==> src/rtl/fetch_pkg.sv <==
// Shared types and helpers for the fetch sequencer: FSM states, redirect kinds
// and the redirect priority encoder.
package fetch_pkg;

  localparam logic [31:0] RESET_PC_DEFAULT = 32'h0000_3000;

  typedef enum logic [1:0] {
    S_IDLE,
    S_REQ,
    S_HOLD,
    S_DRAIN
  } fetch_state_t;

  typedef enum logic [1:0] {
    RD_NONE,
    RD_BR,
    RD_J,
    RD_JR
  } redir_kind_t;

  // Branch beats jump beats jr when several redirect pulses coincide.
  function automatic redir_kind_t redir_priority(input logic branch,
                                                 input logic jump,
                                                 input logic jr);
    redir_kind_t kind;
    if (branch)    kind = RD_BR;
    else if (jump) kind = RD_J;
    else if (jr)   kind = RD_JR;
    else           kind = RD_NONE;
    return kind;
  endfunction

endpackage

==> src/rtl/redirect_target_calc.sv <==
// Combinational redirect target: priority select, target arithmetic and
// word-alignment check.
module redirect_target_calc
  import fetch_pkg::*;
(
  input  logic        redir_branch,
  input  logic        redir_jump,
  input  logic        redir_jr,
  input  logic [31:0] redir_base_pc,
  input  logic [31:0] redir_imm32,
  input  logic [25:0] redir_index,
  input  logic [31:0] redir_jr_addr,
  output logic        redir_valid,
  output logic [31:0] target,
  output logic        misaligned
);

  redir_kind_t kind;
  logic [31:0] raw_target;

  always_comb begin
    kind       = redir_priority(redir_branch, redir_jump, redir_jr);
    raw_target = '0;
    case (kind)
      RD_BR:   raw_target = redir_base_pc + 32'd4 + {redir_imm32[29:0], 2'b00};
      RD_J:    raw_target = {redir_base_pc[31:28], redir_index, 2'b00};
      RD_JR:   raw_target = redir_jr_addr;
      default: raw_target = '0;
    endcase
    redir_valid = (kind != RD_NONE);
    // A misaligned target is rounded down to the word so fetch can proceed.
    target      = {raw_target[31:2], 2'b00};
    misaligned  = redir_valid && (raw_target[1:0] != 2'b00);
  end

endmodule

==> src/rtl/fetch_sequencer.sv <==
// Multi-cycle fetch controller: owns the PC, issues one imem request at a time
// and hands each instruction to decode, flushing or draining on redirects.
module fetch_sequencer
  import fetch_pkg::*;
#(
  parameter int              PC_W     = 32,
  parameter logic [PC_W-1:0] RESET_PC = RESET_PC_DEFAULT
) (
  input  logic            clk,
  input  logic            reset_n,
  output logic            imem_req,
  output logic [PC_W-1:0] imem_addr,
  input  logic            imem_rvalid,
  input  logic [PC_W-1:0] imem_rdata,
  output logic            out_valid,
  input  logic            out_ready,
  output logic [PC_W-1:0] out_instr,
  output logic [PC_W-1:0] out_pc,
  input  logic            redir_branch,
  input  logic            redir_jump,
  input  logic            redir_jr,
  input  logic [PC_W-1:0] redir_base_pc,
  input  logic [PC_W-1:0] redir_imm32,
  input  logic [25:0]     redir_index,
  input  logic [PC_W-1:0] redir_jr_addr,
  output logic            addr_err,
  output logic [31:0]     delivered_cnt
);

  fetch_state_t    state, state_next;
  logic [PC_W-1:0] pc, pc_next;
  logic [PC_W-1:0] addr_next;
  logic            valid_next;
  logic            capture;
  logic            count;
  logic            redir_valid;
  logic            misaligned;
  logic [PC_W-1:0] target;

  redirect_target_calc u_target (
    .redir_branch  (redir_branch),
    .redir_jump    (redir_jump),
    .redir_jr      (redir_jr),
    .redir_base_pc (redir_base_pc),
    .redir_imm32   (redir_imm32),
    .redir_index   (redir_index),
    .redir_jr_addr (redir_jr_addr),
    .redir_valid   (redir_valid),
    .target        (target),
    .misaligned    (misaligned)
  );

  assign imem_req = (state == S_REQ) || (state == S_DRAIN);

  always_ff @(posedge clk or negedge reset_n) begin
    if (!reset_n) begin
      state         <= S_IDLE;
      pc            <= RESET_PC;
      imem_addr     <= RESET_PC;
      out_valid     <= 1'b0;
      out_instr     <= '0;
      out_pc        <= '0;
      addr_err      <= 1'b0;
      delivered_cnt <= '0;
    end else begin
      state     <= state_next;
      pc        <= pc_next;
      imem_addr <= addr_next;
      out_valid <= valid_next;
      if (capture) begin
        out_instr <= imem_rdata;
        out_pc    <= imem_addr;
      end
      if (misaligned) addr_err <= 1'b1;
      if (count) delivered_cnt <= delivered_cnt + 32'd1;
    end
  end

  // imem_addr only moves on transitions into S_REQ, so it is stable while
  // imem_req is high; a redirect always retargets pc, whatever the state.
  always_comb begin
    state_next = state;
    pc_next    = redir_valid ? target : pc;
    addr_next  = imem_addr;
    valid_next = out_valid;
    capture    = 1'b0;
    count      = 1'b0;
    case (state)
      S_IDLE: begin
        state_next = S_REQ;
        addr_next  = redir_valid ? target : pc;
      end
      S_REQ: begin
        if (redir_valid) begin
          if (imem_rvalid) addr_next  = target;
          else             state_next = S_DRAIN;
        end else if (imem_rvalid) begin
          capture    = 1'b1;
          valid_next = 1'b1;
          pc_next    = imem_addr + 32'd4;
          state_next = S_HOLD;
        end
      end
      S_HOLD: begin
        if (out_ready || redir_valid) begin
          valid_next = 1'b0;
          count      = out_ready;
          state_next = S_REQ;
          addr_next  = redir_valid ? target : pc;
        end
      end
      S_DRAIN: begin
        if (imem_rvalid) begin
          state_next = S_REQ;
          addr_next  = redir_valid ? target : pc;
        end
      end
      default: state_next = S_IDLE;
    endcase
  end

endmodule

==> config.mk <==
export PLATFORM = sky130hd
export DESIGN_NAME = fetch_sequencer
export DESIGN_NICKNAME = d
export VERILOG_FILES = /design/src/rtl/fetch_pkg.sv /design/src/rtl/redirect_target_calc.sv /design/src/rtl/fetch_sequencer.sv
export SDC_FILE = /design/constraint.sdc
export NUM_CORES = 1
export LEC_CHECK = 0
export BUFFER_PORTS_ARGS = -buffer_cell sky130_fd_sc_hd__buf_2
export CAP_MARGIN = 10
export CORE_UTILIZATION = 30
export CTS_CLUSTER_DIAMETER = 80
export DETAILED_ROUTE_END_ITERATION = 16
export PLACE_DENSITY = 0.62
export SLEW_MARGIN = 10
export SYNTH_ARGS = -nofsm -noshare
export SYNTH_HDL_FRONTEND = slang
export SYNTH_HIERARCHICAL = 1
export SYNTH_SLANG_ARGS = --single-unit
==> constraint.sdc <==
create_clock -name clk -period 4.2 [get_ports clk]
set_input_delay 0.21 -clock clk [delete_from_list [all_inputs] [get_ports clk]]
set_output_delay 0.21 -clock clk [all_outputs]
set_load 0.005 [all_outputs]
==> results of run 1 <==
==> metal layers <==
| metal | vias to the layer above | track usage [%] | routed length (um) |
|---|---|---|---|
| li1 | 4936 | - | - |
| met1 | 4787 | 25.7 | 15600 |
| met2 | 354 | 30.6 | 15500 |
| met3 | 30 | 2.91 | 1860 |
| met4 | 0 | 5.27 | 484 |
| met5 | - | 0 | 0 |
==> layout make-up <==
| class | instances | area, um^2 |
|---|---|---|
| Fill cell | 3511 | 21300 |
| Clock inverter | 12 | 141 |
| Sequential cell | 164 | 4110 |
| Tap cell | 455 | 569 |
| Clock buffer | 20 | 467 |
| Inverter | 22 | 82.6 |
| Antenna cell | 1 | 2.50 |
| Timing Repair Buffer | 334 | 1860 |
| Multi-Input combinational cell | 989 | 5940 |
==> flip-flops by register name, summed over array words and instances, names as in the netlist <==
name           cells
out_pc            32
state              2
out_instr         32
addr_err           1
pc                32
imem_addr         32
out_valid          1
delivered_cnt     32
==> cells in the final DEF (no fill, tap or decap), types with 39 or more instances in the layout <==
cell	instances
sky130_fd_sc_hd__ha_1	59
sky130_fd_sc_hd__mux2i_1	40
sky130_fd_sc_hd__o21ai_0	71
sky130_fd_sc_hd__nand3_1	41
sky130_fd_sc_hd__nand2_1	329
sky130_fd_sc_hd__buf_2	288
sky130_fd_sc_hd__nor2_1	63
sky130_fd_sc_hd__dfrtp_1	160
sky130_fd_sc_hd__a21oi_1	62
sky130_fd_sc_hd__xnor2_1	39
==> worst max-delay path: stages <==
cell	delay, ns
sky130_fd_sc_hd__buf_2	0.10
sky130_fd_sc_hd__ha_1	0.27
sky130_fd_sc_hd__ha_1	0.17
sky130_fd_sc_hd__inv_1	0.06
sky130_fd_sc_hd__fa_1	0.41
sky130_fd_sc_hd__nor2b_1	0.17
sky130_fd_sc_hd__o211ai_1	0.16
sky130_fd_sc_hd__a311oi_1	0.54
sky130_fd_sc_hd__a21oi_1	0.25
sky130_fd_sc_hd__nor4b_1	0.20
sky130_fd_sc_hd__nor3_1	0.46
sky130_fd_sc_hd__mux2i_1	0.12
sky130_fd_sc_hd__o21ai_0	0.16
==> stage by stage <==
step | worst slack (ns) | area, um^2
2_1_floorplan | 1.55 | 10500
3_3_place_gp | 0.930 | 12300
3_5_place_dp | 0.888 | 12300
4_1_cts | 1.34 | 13200
5_1_grt | 0.984 | 13200
6_report | 1.28 | 13200
==> timing repair <==
item                                   CTS  global route
endpoints found under the hold margin  122             0
resized for setup                        0             0
hold buffers                            29             0
==> power breakdown <==
group | switching, mW | leakage (nW) | internal (mW)
clock network | 0.682 | 0.283 | 0.933
logic | 0.741 | 4.03 | 0.586
registers | 0.267 | 2.08 | 1.85
==> Yosys cell counts (21+ instances only) <==
cell type and number:
sky130_fd_sc_hd__ha_1 59, sky130_fd_sc_hd__mux2i_1 40, sky130_fd_sc_hd__nor2_1 65, sky130_fd_sc_hd__nand3_1 41
sky130_fd_sc_hd__inv_1 21, sky130_fd_sc_hd__clkbuf_1 58, sky130_fd_sc_hd__a21oi_1 62, sky130_fd_sc_hd__nand2_1 329
sky130_fd_sc_hd__o21ai_0 71, sky130_fd_sc_hd__nand4_1 27, sky130_fd_sc_hd__a211oi_1 30, sky130_fd_sc_hd__xnor2_1 39
sky130_fd_sc_hd__dfrtp_1 160, sky130_fd_sc_hd__xor2_1 26, sky130_fd_sc_hd__nor3_1 21
==> logic make-up (layout without fill, tap and decap cells) <==
group | Yosys count | in the layout | synth area share, %
AOI/OAI and AO/OA | 241 | 241 | 14.4
xor gates and xnor gates | 65 | 65 | 5.44
adders and majority gates | 60 | 60 | 7.24
buffers and inverters | 96 | 388 | 4.29
DFF | 164 | 164 | 39.3
muxes | 41 | 41 | 3.93
other | 1 | 3 | 0.0358
and+or+nand+nor | 580 | 580 | 25.4
==> worst max-delay path by stage <==
stage	startpoint	slack (ns)	end
finish	redir_base_pc[3]	1.28	imem_addr[27]
floorplan	redir_base_pc[15]	1.55	pc[28]
CTS	redir_base_pc[3]	1.34	imem_addr[27]
detailed placement	redir_base_pc[3]	0.89	imem_addr[27]
global placement	redir_base_pc[3]	0.93	imem_addr[27]
global route	redir_base_pc[3]	0.98	imem_addr[27]
==> run_summary.xml, run 1 <==
<?xml version="1.0" encoding="UTF-8"?>
<metrics>
  <group name="status">
    <metric name="run_status" unit="">complete, no violations</metric>
  </group>
  <group name="global_routing">
    <metric name="number_of_antenna_violations_at_the_first_check_in_global_routing" unit="">0</metric>
    <metric name="grt_max_degree" unit="">99</metric>
    <metric name="grt_pass1_wl" unit="mm">52.7</metric>
    <metric name="global_route.usage.total" unit="%">18.8</metric>
    <metric name="overflow" unit="">0</metric>
    <metric name="vias_in_the_first_global_route" unit="">9655</metric>
  </group>
  <group name="setup_path">
    <metric name="reg2reg_from" unit="">imem_addr[2]</metric>
    <metric name="worst_r2r_endpoint" unit="">pc[22]</metric>
    <metric name="end_kind" unit="">flip-flop</metric>
    <metric name="worstPathRequired" unit="ns">4.55</metric>
    <metric name="r2r_slack" unit="ns">1.75</metric>
    <metric name="critPathLaunchType" unit="">primary input</metric>
    <metric name="critical_path_peak_fanout" unit="">4</metric>
    <metric name="worst-setup-path-type" unit="">primary input to flip-flop</metric>
    <metric name="cp_data_arrival_time" unit="ns">3.28</metric>
    <metric name="r2r_cells" unit="">6</metric>
  </group>
  <group name="placed_design">
    <metric name="post-dp-hpwl" unit="mm">25.1</metric>
    <metric name="dp_cells" unit="">1935</metric>
    <metric name="port_bufs" unit="">289</metric>
    <metric name="place.gp.congestion" unit="">0.849</metric>
  </group>
  <group name="pwr">
    <metric name="power_density" unit="mW/mm^2">384</metric>
    <metric name="power.leakage" unit="nW">6.39</metric>
    <metric name="finalPower" unit="mW">5.06</metric>
    <metric name="ir_worst_vdd" unit="mV">0.289</metric>
  </group>
  <group name="route">
    <metric name="wire_per_inst" unit="um">16.8</metric>
    <metric name="antenna_violating_nets_post_route" unit="">0</metric>
    <metric name="post_route_drc_violation_count" unit="">0</metric>
    <metric name="routed-via-count" unit="">10100</metric>
    <metric name="drt_pass1_iterations" unit="">5</metric>
    <metric name="via_per_inst" unit="">5.06</metric>
    <metric name="drt_wl_total" unit="mm">33.5</metric>
    <metric name="drtIter0Drc" unit="">529</metric>
  </group>
  <group name="yosys">
    <metric name="synthesis.area" unit="mm^2">0.0105</metric>
    <metric name="synth_async_sr_flop_share" unit="%">100</metric>
    <metric name="netlist_instances" unit="">1248</metric>
    <metric name="yosys_most_used_dff" unit="">sky130_fd_sc_hd__dfrtp_1</metric>
    <metric name="synth_area_per_cell" unit="um^2">8.39</metric>
    <metric name="synthDominantCellAreaShare" unit="%">38.3</metric>
    <metric name="synth_seq_cells" unit="">164</metric>
    <metric name="yosys.area.top_type" unit="">sky130_fd_sc_hd__dfrtp_1</metric>
    <metric name="synth_edf_count" unit="">0</metric>
    <metric name="ys_types" unit="">76</metric>
    <metric name="synth_top_cells_by_area" unit="">sky130_fd_sc_hd__dfrtp_1, sky130_fd_sc_hd__nand2_1, sky130_fd_sc_hd__ha_1</metric>
    <metric name="ys.warnings.count" unit="">6</metric>
    <metric name="seq_area_frac_synth" unit="%">39.3</metric>
  </group>
  <group name="cts">
    <metric name="cts_tree" unit="">done</metric>
    <metric name="cts.clk_slew.worst_paths" unit="ns">0.06</metric>
    <metric name="postCtsSetupRepairBufs" unit="">0</metric>
    <metric name="cts_buffer_depth" unit="">2</metric>
    <metric name="insertion_delay" unit="ns">0.44</metric>
    <metric name="cts.sinks" unit="">164</metric>
    <metric name="clock_tree.root_cell" unit="">sky130_fd_sc_hd__clkbuf_16</metric>
    <metric name="numCtsBuffers" unit="">17</metric>
    <metric name="htree_num_levels" unit="">4</metric>
  </group>
  <group name="sta">
    <metric name="post-route-period-util" unit="%">69.6</metric>
    <metric name="finalMaxSlewViolations" unit="">0</metric>
    <metric name="final_period_minus_worst_setup_slack" unit="ns">2.92</metric>
    <metric name="final_hold_viol_count" unit="">0</metric>
    <metric name="worst_hold_slack" unit="ns">0.0369</metric>
    <metric name="rsz_0062_raised_after_global_routing" unit="">false</metric>
    <metric name="tightestPinTransition" unit="ns">1.18</metric>
    <metric name="finClkSkew" unit="ns">0.0101</metric>
    <metric name="max_freq" unit="GHz">0.342</metric>
    <metric name="totalNegativeSetupSlack" unit="ns">0</metric>
    <metric name="setup_viol" unit="">0</metric>
    <metric name="timing.max_slew.rel_slack" unit="%">21.3</metric>
  </group>
  <group name="final_layout">
    <metric name="layout.cells.non_filler" unit="">1997</metric>
    <metric name="num-nets-final" unit="">1749</metric>
    <metric name="drive_gt1_share" unit="%">23.6</metric>
    <metric name="final_core_utilization" unit="%">38.2</metric>
    <metric name="syn_to_final_growth" unit="%">25.9</metric>
  </group>
  <group name="floorplanning">
    <metric name="std_cell_rows" unit="">68</metric>
    <metric name="core_ar" unit="mm^2">0.0345</metric>
    <metric name="ios" unit="">292</metric>
    <metric name="die_width" unit="um">189</metric>
    <metric name="initial_core_util" unit="%">30.4</metric>
    <metric name="die-area" unit="mm^2">0.0356</metric>
    <metric name="die_span_y" unit="um">189</metric>
  </group>
  <group name="hold_path">
    <metric name="holdPathEnd" unit="">out_instr[9]</metric>
    <metric name="holdCritPathClass" unit="">primary input to flip-flop</metric>
    <metric name="hold_depth" unit="">3</metric>
    <metric name="hp-start" unit="">imem_rdata[9]</metric>
  </group>
  <group name="run">
    <metric name="max_cap_viol_count" unit="">0</metric>
  </group>
</metrics>
No activity file was read; power rests on OpenSTA's default activity.
==> run 2, diff against run 1 <==
- PLACE_DENSITY: 0.62 -> 0.64
- clock period: 4.2 -> 2.48 ns (I/O delays scaled with it)
==> run 2 against run 1 <==
- register-to-register slack got worse by 1.5 ns
- global-route usage rose by 0.95 points
- critical endpoint is now imem_addr[26]
- sequential share of layout area fell by 2.4 points
- flip-flop and latch count did not move
- count of clock-buffer cells in the layout fell by 1
- hold slack got worse by 0.018 ns
- clock skew rose by 0.0020 ns
- design area rose by 8.4%
- critical path depth fell by 1
- sequential power rose by 66%
==> run_summary.xml, run 2 (same netlist as run 1, synthesis figures left out) <==
<?xml version="1.0" encoding="UTF-8"?>
<metrics>
  <group name="floorplanning">
    <metric name="die-area" unit="mm^2">0.0356</metric>
    <metric name="core_ar" unit="mm^2">0.0345</metric>
    <metric name="ios" unit="">292</metric>
    <metric name="die_width" unit="um">189</metric>
    <metric name="die_span_y" unit="um">189</metric>
    <metric name="initial_core_util" unit="%">30.4</metric>
    <metric name="std_cell_rows" unit="">68</metric>
  </group>
  <group name="hold_path">
    <metric name="hold_depth" unit="">3</metric>
    <metric name="holdPathEnd" unit="">delivered_cnt[2]</metric>
    <metric name="hp-start" unit="">out_ready</metric>
    <metric name="holdCritPathClass" unit="">primary input to flip-flop</metric>
  </group>
  <group name="pwr">
    <metric name="power.combinational.fraction" unit="%">30.7</metric>
    <metric name="power_switching_share" unit="%">33.5</metric>
    <metric name="power.internal" unit="mW">5.92</metric>
    <metric name="sequentialPowerShare" unit="%">39.5</metric>
    <metric name="ir_worst_vdd" unit="mV">0.500</metric>
    <metric name="power_density" unit="mW/mm^2">624</metric>
    <metric name="power.net_switching" unit="mW">2.99</metric>
    <metric name="clock_network_fraction_of_total_power" unit="%">29.8</metric>
    <metric name="power.leakage" unit="nW">7.02</metric>
    <metric name="finalPower" unit="mW">8.91</metric>
  </group>
  <group name="setup_path">
    <metric name="timing.critical_path.cells" unit="">buf_2 -&gt; ha_1 -&gt; ha_1 -&gt; a21o_1 -&gt; a31oi_1 -&gt; o22a_2 -&gt; nand3b_1 -&gt; o311a_1 -&gt; nor3_4 -&gt; buf_4 -&gt; mux2i_1 -&gt; o21ai_0</metric>
    <metric name="critical_path_buf_inv_count" unit="">2</metric>
    <metric name="end_kind" unit="">flip-flop</metric>
    <metric name="cp_slowest_stage_delay" unit="ns">0.36</metric>
    <metric name="cp_slowest_cell" unit="">sky130_fd_sc_hd__o311a_1</metric>
    <metric name="worst-setup-path-type" unit="">primary input to flip-flop</metric>
    <metric name="worst_path_dominant_cell_family" unit="">compound AO/OA/AOI/OAI gates</metric>
    <metric name="r2r_slack" unit="ns">0.25</metric>
    <metric name="path_common_cell" unit="">sky130_fd_sc_hd__ha_1</metric>
    <metric name="r2r_cells" unit="">6</metric>
    <metric name="critPathLaunchType" unit="">primary input</metric>
    <metric name="critical_path_peak_fanout" unit="">3</metric>
    <metric name="reg2reg_from" unit="">imem_addr[2]</metric>
    <metric name="worstPathRequired" unit="ns">2.83</metric>
    <metric name="worst_r2r_endpoint" unit="">pc[22]</metric>
    <metric name="cp_data_arrival_time" unit="ns">2.73</metric>
  </group>
  <group name="sta">
    <metric name="final_hold_viol_count" unit="">0</metric>
    <metric name="final_period_minus_worst_setup_slack" unit="ns">2.39</metric>
    <metric name="tightestPinTransition" unit="ns">0.670</metric>
    <metric name="post-route-period-util" unit="%">96.2</metric>
    <metric name="timing.max_slew.rel_slack" unit="%">55.3</metric>
    <metric name="max_freq" unit="GHz">0.419</metric>
    <metric name="finalMaxSlewViolations" unit="">0</metric>
    <metric name="setup_viol" unit="">0</metric>
    <metric name="finClkSkew" unit="ns">0.0121</metric>
  </group>
  <group name="route">
    <metric name="antenna_violating_nets_post_route" unit="">0</metric>
    <metric name="drt_wl_total" unit="mm">35.1</metric>
    <metric name="via_per_inst" unit="">5.00</metric>
    <metric name="routed-via-count" unit="">10600</metric>
    <metric name="m1WireLength" unit="mm">16.5</metric>
    <metric name="drt_pass1_iterations" unit="">5</metric>
    <metric name="post_route_drc_violation_count" unit="">0</metric>
    <metric name="met2_length" unit="mm">16.2</metric>
    <metric name="wire_per_inst" unit="um">16.6</metric>
    <metric name="highest_layer" unit="">met4</metric>
    <metric name="wl_met3" unit="mm">1.79</metric>
    <metric name="drtIter0Drc" unit="">600</metric>
  </group>
  <group name="global_routing">
    <metric name="grt_max_degree" unit="">67</metric>
    <metric name="global_route.usage.total" unit="%">19.7</metric>
    <metric name="number_of_antenna_violations_at_the_first_check_in_global_routing" unit="">0</metric>
    <metric name="grt_pass1_wl" unit="mm">55.4</metric>
    <metric name="vias_in_the_first_global_route" unit="">10400</metric>
    <metric name="overflow" unit="">0</metric>
  </group>
  <group name="final_layout">
    <metric name="final.fill_count" unit="">3464</metric>
    <metric name="layout.cells.most_common" unit="">sky130_fd_sc_hd__nand2_1</metric>
    <metric name="syn_to_final_growth" unit="%">36.5</metric>
    <metric name="final_cell_mix" unit="">sky130_fd_sc_hd__nand2_1, sky130_fd_sc_hd__buf_2, sky130_fd_sc_hd__dfrtp_1, sky130_fd_sc_hd__buf_4, sky130_fd_sc_hd__o21ai_0</metric>
    <metric name="multi_input_comb_area" unit="mm^2">0.00604</metric>
    <metric name="num-nets-final" unit="">1873</metric>
    <metric name="drive_gt1_share" unit="%">29.7</metric>
    <metric name="postLayoutCellArea" unit="mm^2">0.0143</metric>
    <metric name="regArea" unit="mm^2">0.00411</metric>
    <metric name="layout.cells.non_filler" unit="">2121</metric>
  </group>
  <group name="cts">
    <metric name="cts.clk_slew.worst_paths" unit="ns">0.06</metric>
    <metric name="numCtsBuffers" unit="">17</metric>
    <metric name="cts_buffer_depth" unit="">2</metric>
    <metric name="insertion_delay" unit="ns">0.44</metric>
    <metric name="htree_num_levels" unit="">4</metric>
    <metric name="cts_tree" unit="">done</metric>
    <metric name="cts.sinks" unit="">164</metric>
    <metric name="clock_tree.root_cell" unit="">sky130_fd_sc_hd__clkbuf_16</metric>
  </group>
  <group name="placed_design">
    <metric name="post-dp-hpwl" unit="mm">26.7</metric>
    <metric name="place.gp.congestion" unit="">0.906</metric>
    <metric name="dp_cells" unit="">2054</metric>
    <metric name="placed_area" unit="mm^2">0.0133</metric>
    <metric name="port_bufs" unit="">289</metric>
  </group>
  <group name="run">
    <metric name="max_cap_viol_count" unit="">0</metric>
  </group>
  <group name="status">
    <metric name="run_status" unit="">complete, no violations</metric>
  </group>
</metrics>
[run 2: changes by cell type in the layout (fill, tap and decap cells not counted), sizes merged]
cell,delta
buf,+119
clkbuf,-1
clkinv,+3
clkinvlp,-1
dlygate4sd3,+5
inv,-1
[run 2: stage by stage]
stage,hold WS [ns],setup slack (ns),TNS (ns),utilization [%]
detailed placement,0.147,-0.499,-10.46,38.6
floorplan,-0.172,-0.0279,-0.0279,-
finish,0.0185,0.0936,0,41.5
CTS,0.00192,0.0313,0,41.3
global route,0.0302,-0.0138,-0.0138,41.4
global placement,0.155,-0.441,-8.57,38.6
[run 2: per-layer routing]
layer | vias to the layer above | GRT usage [%]
met5 | - | 0
met4 | 0 | 5.92
met3 | 43 | 2.83
met2 | 385 | 32.8
met1 | 4981 | 26.4
li1 | 5195 | -
[run 2: worst reg2reg max path, stage by stage, from the launching register on]
cell and delay (ns):
sky130_fd_sc_hd__dfrtp_1 0.36, sky130_fd_sc_hd__ha_1 0.29, sky130_fd_sc_hd__inv_1 0.09, sky130_fd_sc_hd__or4_1 0.71, sky130_fd_sc_hd__or3_1 0.37, sky130_fd_sc_hd__a31o_1 0.22
sky130_fd_sc_hd__o21ai_2 0.11
[run 2: how the worst max path moves through the flow]
stage	start	end	slack (ns)	cells past startpoint
6_report	redir_base_pc[10]	imem_addr[26]	0.09	12
5_1_grt	redir_base_pc[4]	imem_addr[26]	-0.01	14
4_1_cts	redir_base_pc[4]	imem_addr[26]	0.03	14
3_5_place_dp	redir_base_pc[4]	imem_addr[26]	-0.50	14
3_3_place_gp	redir_base_pc[4]	imem_addr[26]	-0.44	14
2_1_floorplan	redir_base_pc[14]	pc[28]	-0.03	11
[run 2: power groups by stage]
stage / sequential (mW) / combinational [mW] / clock (mW)
after CTS: 3.52 / 2.72 / 2.73
after detailed placement: 3.57 / 2.66 / 0
final: 3.52 / 2.74 / 2.65
after floorplan: 3.52 / 1.32 / 0
after global routing: 3.57 / 3.04 / 2.85
after global placement: 3.54 / 2.62 / 0
[run 2: cell type report]
cell class                 count  share of cell area (%)
multi-input combinational    989                    42.3
antenna                        1                  0.0175
sequential                   164                    28.8
inverter                      22                   0.578
clock buffer                  19                    3.03
tap                          455                    3.99
clock inverter                13                    1.05
timing repair buffer         458                    20.3
[run 2: what timing repair did]
| action | CTS | global route |
|---|---|---|
| cloned | 0 | 0 |
| hold buffers | 34 | 0 |
| buffers inserted | 0 | 0 |
| pin swaps | 0 | 3 |
| endpoints found under the hold margin | 90 | 0 |
| setup endpoints to repair | 2 | 16 |
| resized for setup | 1 | 10 |
==> run 3, diff against run 2 <==
- SETUP_SLACK_MARGIN: unset -> 0.3
==> run 3 against run 2 <==
- critical path type unchanged
- register-to-register slack better by 0.14 ns
- critical path depth is 1 higher
- flip-flop and latch count stayed put
- sequential share of layout area is 1.4 points lower
==> run_summary.xml, run 3 (same netlist as run 1, synthesis figures left out) <==
<?xml version="1.0" encoding="UTF-8"?>
<metrics>
  <group name="hold_path">
    <metric name="holdCritPathClass" unit="">primary input to flip-flop</metric>
    <metric name="hp-start" unit="">out_ready</metric>
    <metric name="hold_depth" unit="">3</metric>
    <metric name="holdPathEnd" unit="">delivered_cnt[2]</metric>
  </group>
  <group name="final_layout">
    <metric name="final.fill_count" unit="">3405</metric>
    <metric name="num-nets-final" unit="">1863</metric>
    <metric name="syn_to_final_growth" unit="%">43.2</metric>
    <metric name="layout.cells.most_common" unit="">sky130_fd_sc_hd__nand2_1</metric>
    <metric name="antenna-diode-count" unit="">0</metric>
    <metric name="final_cell_mix" unit="">sky130_fd_sc_hd__nand2_1, sky130_fd_sc_hd__buf_2, sky130_fd_sc_hd__dfrtp_1, sky130_fd_sc_hd__buf_4, sky130_fd_sc_hd__nor2_1</metric>
    <metric name="final_core_utilization" unit="%">43.5</metric>
    <metric name="drive_gt1_share" unit="%">34.4</metric>
  </group>
  <group name="sta">
    <metric name="finalMaxSlewViolations" unit="">0</metric>
    <metric name="rsz_0062_raised_after_global_routing" unit="">true</metric>
    <metric name="finClkSkew" unit="ns">0.0129</metric>
    <metric name="timing.max_slew.rel_slack" unit="%">57.6</metric>
    <metric name="post-route-period-util" unit="%">86.7</metric>
    <metric name="tightestPinTransition" unit="ns">0.636</metric>
    <metric name="setup_viol" unit="">0</metric>
    <metric name="totalNegativeSetupSlack" unit="ns">0</metric>
    <metric name="max_freq" unit="GHz">0.465</metric>
    <metric name="final_period_minus_worst_setup_slack" unit="ns">2.15</metric>
    <metric name="final_hold_viol_count" unit="">0</metric>
  </group>
  <group name="placed_design">
    <metric name="port_bufs" unit="">289</metric>
    <metric name="post-dp-hpwl" unit="mm">27.3</metric>
    <metric name="place.gp.congestion" unit="">0.918</metric>
  </group>
  <group name="route">
    <metric name="routed-via-count" unit="">10600</metric>
    <metric name="drt_wl_total" unit="mm">35.8</metric>
    <metric name="drt_pass1_iterations" unit="">5</metric>
    <metric name="antenna_violating_nets_post_route" unit="">0</metric>
    <metric name="wire_per_inst" unit="um">17.0</metric>
    <metric name="via_per_inst" unit="">5.03</metric>
    <metric name="post_route_drc_violation_count" unit="">0</metric>
    <metric name="drtIter0Drc" unit="">555</metric>
  </group>
  <group name="setup_path">
    <metric name="r2r_cells" unit="">6</metric>
    <metric name="cp_data_arrival_time" unit="ns">2.46</metric>
    <metric name="worst_path_dominant_cell_family" unit="">compound AO/OA/AOI/OAI gates</metric>
    <metric name="critical_path_buf_inv_count" unit="">3</metric>
    <metric name="cp_slowest_cell" unit="">sky130_fd_sc_hd__ha_1</metric>
    <metric name="timing.critical_path.cells" unit="">buf_2 -&gt; ha_1 -&gt; ha_4 -&gt; buf_4 -&gt; nand2_1 -&gt; o21ai_0 -&gt; a41o_1 -&gt; a21oi_2 -&gt; a211oi_2 -&gt; nor3_2 -&gt; buf_4 -&gt; a211oi_1 -&gt; a21oi_1</metric>
    <metric name="critPathLaunchType" unit="">primary input</metric>
    <metric name="cp_slowest_stage_delay" unit="ns">0.33</metric>
    <metric name="end_kind" unit="">flip-flop</metric>
    <metric name="worstPathRequired" unit="ns">2.79</metric>
    <metric name="worst-path-stages" unit="">13</metric>
    <metric name="r2r_slack" unit="ns">0.39</metric>
    <metric name="worst-setup-path-type" unit="">primary input to flip-flop</metric>
    <metric name="critical_path_peak_fanout" unit="">5</metric>
    <metric name="reg2reg_from" unit="">imem_addr[3]</metric>
    <metric name="path_common_cell" unit="">sky130_fd_sc_hd__buf_4</metric>
    <metric name="worst_r2r_endpoint" unit="">pc[22]</metric>
  </group>
  <group name="cts">
    <metric name="clock_tree.root_cell" unit="">sky130_fd_sc_hd__clkbuf_16</metric>
    <metric name="cts_buffer_depth" unit="">2</metric>
    <metric name="cts.sinks" unit="">164</metric>
    <metric name="cts_tree" unit="">done</metric>
    <metric name="insertion_delay" unit="ns">0.44</metric>
    <metric name="cts.clk_slew.worst_paths" unit="ns">0.07</metric>
    <metric name="htree_num_levels" unit="">4</metric>
    <metric name="numCtsBuffers" unit="">17</metric>
  </group>
  <group name="floorplanning">
    <metric name="initial_core_util" unit="%">30.4</metric>
    <metric name="die_width" unit="um">189</metric>
    <metric name="ios" unit="">292</metric>
    <metric name="core_ar" unit="mm^2">0.0345</metric>
    <metric name="die_span_y" unit="um">189</metric>
    <metric name="die-area" unit="mm^2">0.0356</metric>
    <metric name="std_cell_rows" unit="">68</metric>
  </group>
  <group name="pwr">
    <metric name="power.leakage" unit="nW">7.06</metric>
    <metric name="ir_worst_vdd" unit="mV">0.474</metric>
    <metric name="power_density" unit="mW/mm^2">617</metric>
  </group>
  <group name="status">
    <metric name="run_status" unit="">complete, no violations</metric>
  </group>
  <group name="run">
    <metric name="max_cap_viol_count" unit="">0</metric>
  </group>
  <group name="global_routing">
    <metric name="global_route.usage.total" unit="%">20.0</metric>
    <metric name="overflow" unit="">0</metric>
    <metric name="vias_in_the_first_global_route" unit="">10400</metric>
    <metric name="grt_max_degree" unit="">66</metric>
    <metric name="grt_pass1_wl" unit="mm">56.1</metric>
    <metric name="number_of_antenna_violations_at_the_first_check_in_global_routing" unit="">1</metric>
  </group>
</metrics>
## run 3: changes by cell type in the layout (fill, tap and decap cells not counted), moves of 11 or more
cell                      change
sky130_fd_sc_hd__ha_1        -29
sky130_fd_sc_hd__ha_4        +26
sky130_fd_sc_hd__o21ai_0     -17
sky130_fd_sc_hd__o21ai_1     +16
sky130_fd_sc_hd__buf_4       -14
sky130_fd_sc_hd__a21oi_1     -11
## run 3: worst max-delay path by stage
stage	startpoint	to	slack, ns
floorplan	redir_imm32[1]	imem_addr[11]	0.11
global placement	redir_base_pc[13]	imem_addr[22]	-0.31
detailed placement	redir_base_pc[13]	imem_addr[22]	-0.28
CTS	redir_base_pc[3]	imem_addr[27]	0.29
global route	redir_imm32[1]	imem_addr[21]	0.22
finish	redir_base_pc[19]	pc[24]	0.33
## run 3: what timing repair did
| item | 4_1_cts | 5_1_grt |
|---|---|---|
| buffers inserted | 1 | 4 |
| resized for setup | 16 | 56 |
| hold buffers | 34 | 0 |
| pin swaps | 5 | 25 |
| hold endpoints to repair | 95 | 0 |
| endpoints found under the setup margin | 25 | 35 |
## run 3: layout make-up
class | instances | area, um^2 | share of cell area (%)
flip-flops and latches | 164 | 4110 | 27.4
inverters | 22 | 82.6 | 0.551
clock inverters | 13 | 161 | 1.08
clock buffers | 19 | 453 | 3.02
well taps | 455 | 569 | 3.80
multi-input cells | 989 | 6750 | 45.0
repair buffers | 448 | 2860 | 19.1
## run 3: metal layers
| metal | vias to the layer above | global-route usage (%) | share of wire, % |
|---|---|---|---|
| li1 | 5159 | - | - |
| met1 | 4999 | 25.9 | 45 |
| met2 | 409 | 33.5 | 47 |
| met4 | 2 | 5.99 | 1.4 |
| met3 | 37 | 3.80 | 6.4 |
| met5 | - | 0 | 0.036 |
## run 3: per-stage QoR
stage	setup WS (ns)	total power [mW]	std cells	instance area [um^2]	hold WS (ns)
2_1_floorplan	0.115	4.95	1249	10900	-0.172
3_3_place_gp	-0.311	6.27	2039	13600	0.169
3_5_place_dp	-0.284	6.34	2039	13600	0.180
4_1_cts	0.286	9.21	2106	14600	0.00504
5_1_grt	0.219	9.82	2110	15000	0.0314
6_report	0.331	9.25	2110	15000	0.0289
## run 3: tightest hold or removal path, delay by kind of cell
kind / cells / cell delay, ns
buffers and inverters: 1 / 0.13
AND/OR/NAND/NOR: 1 / 0.10
XOR/XNOR: 1 / 0.07
## run 3: power by group
part	internal, mW	switching, mW
logic	1.41	1.56
clock network	1.58	1.19
registers	3.14	0.366
total	6.13	3.12
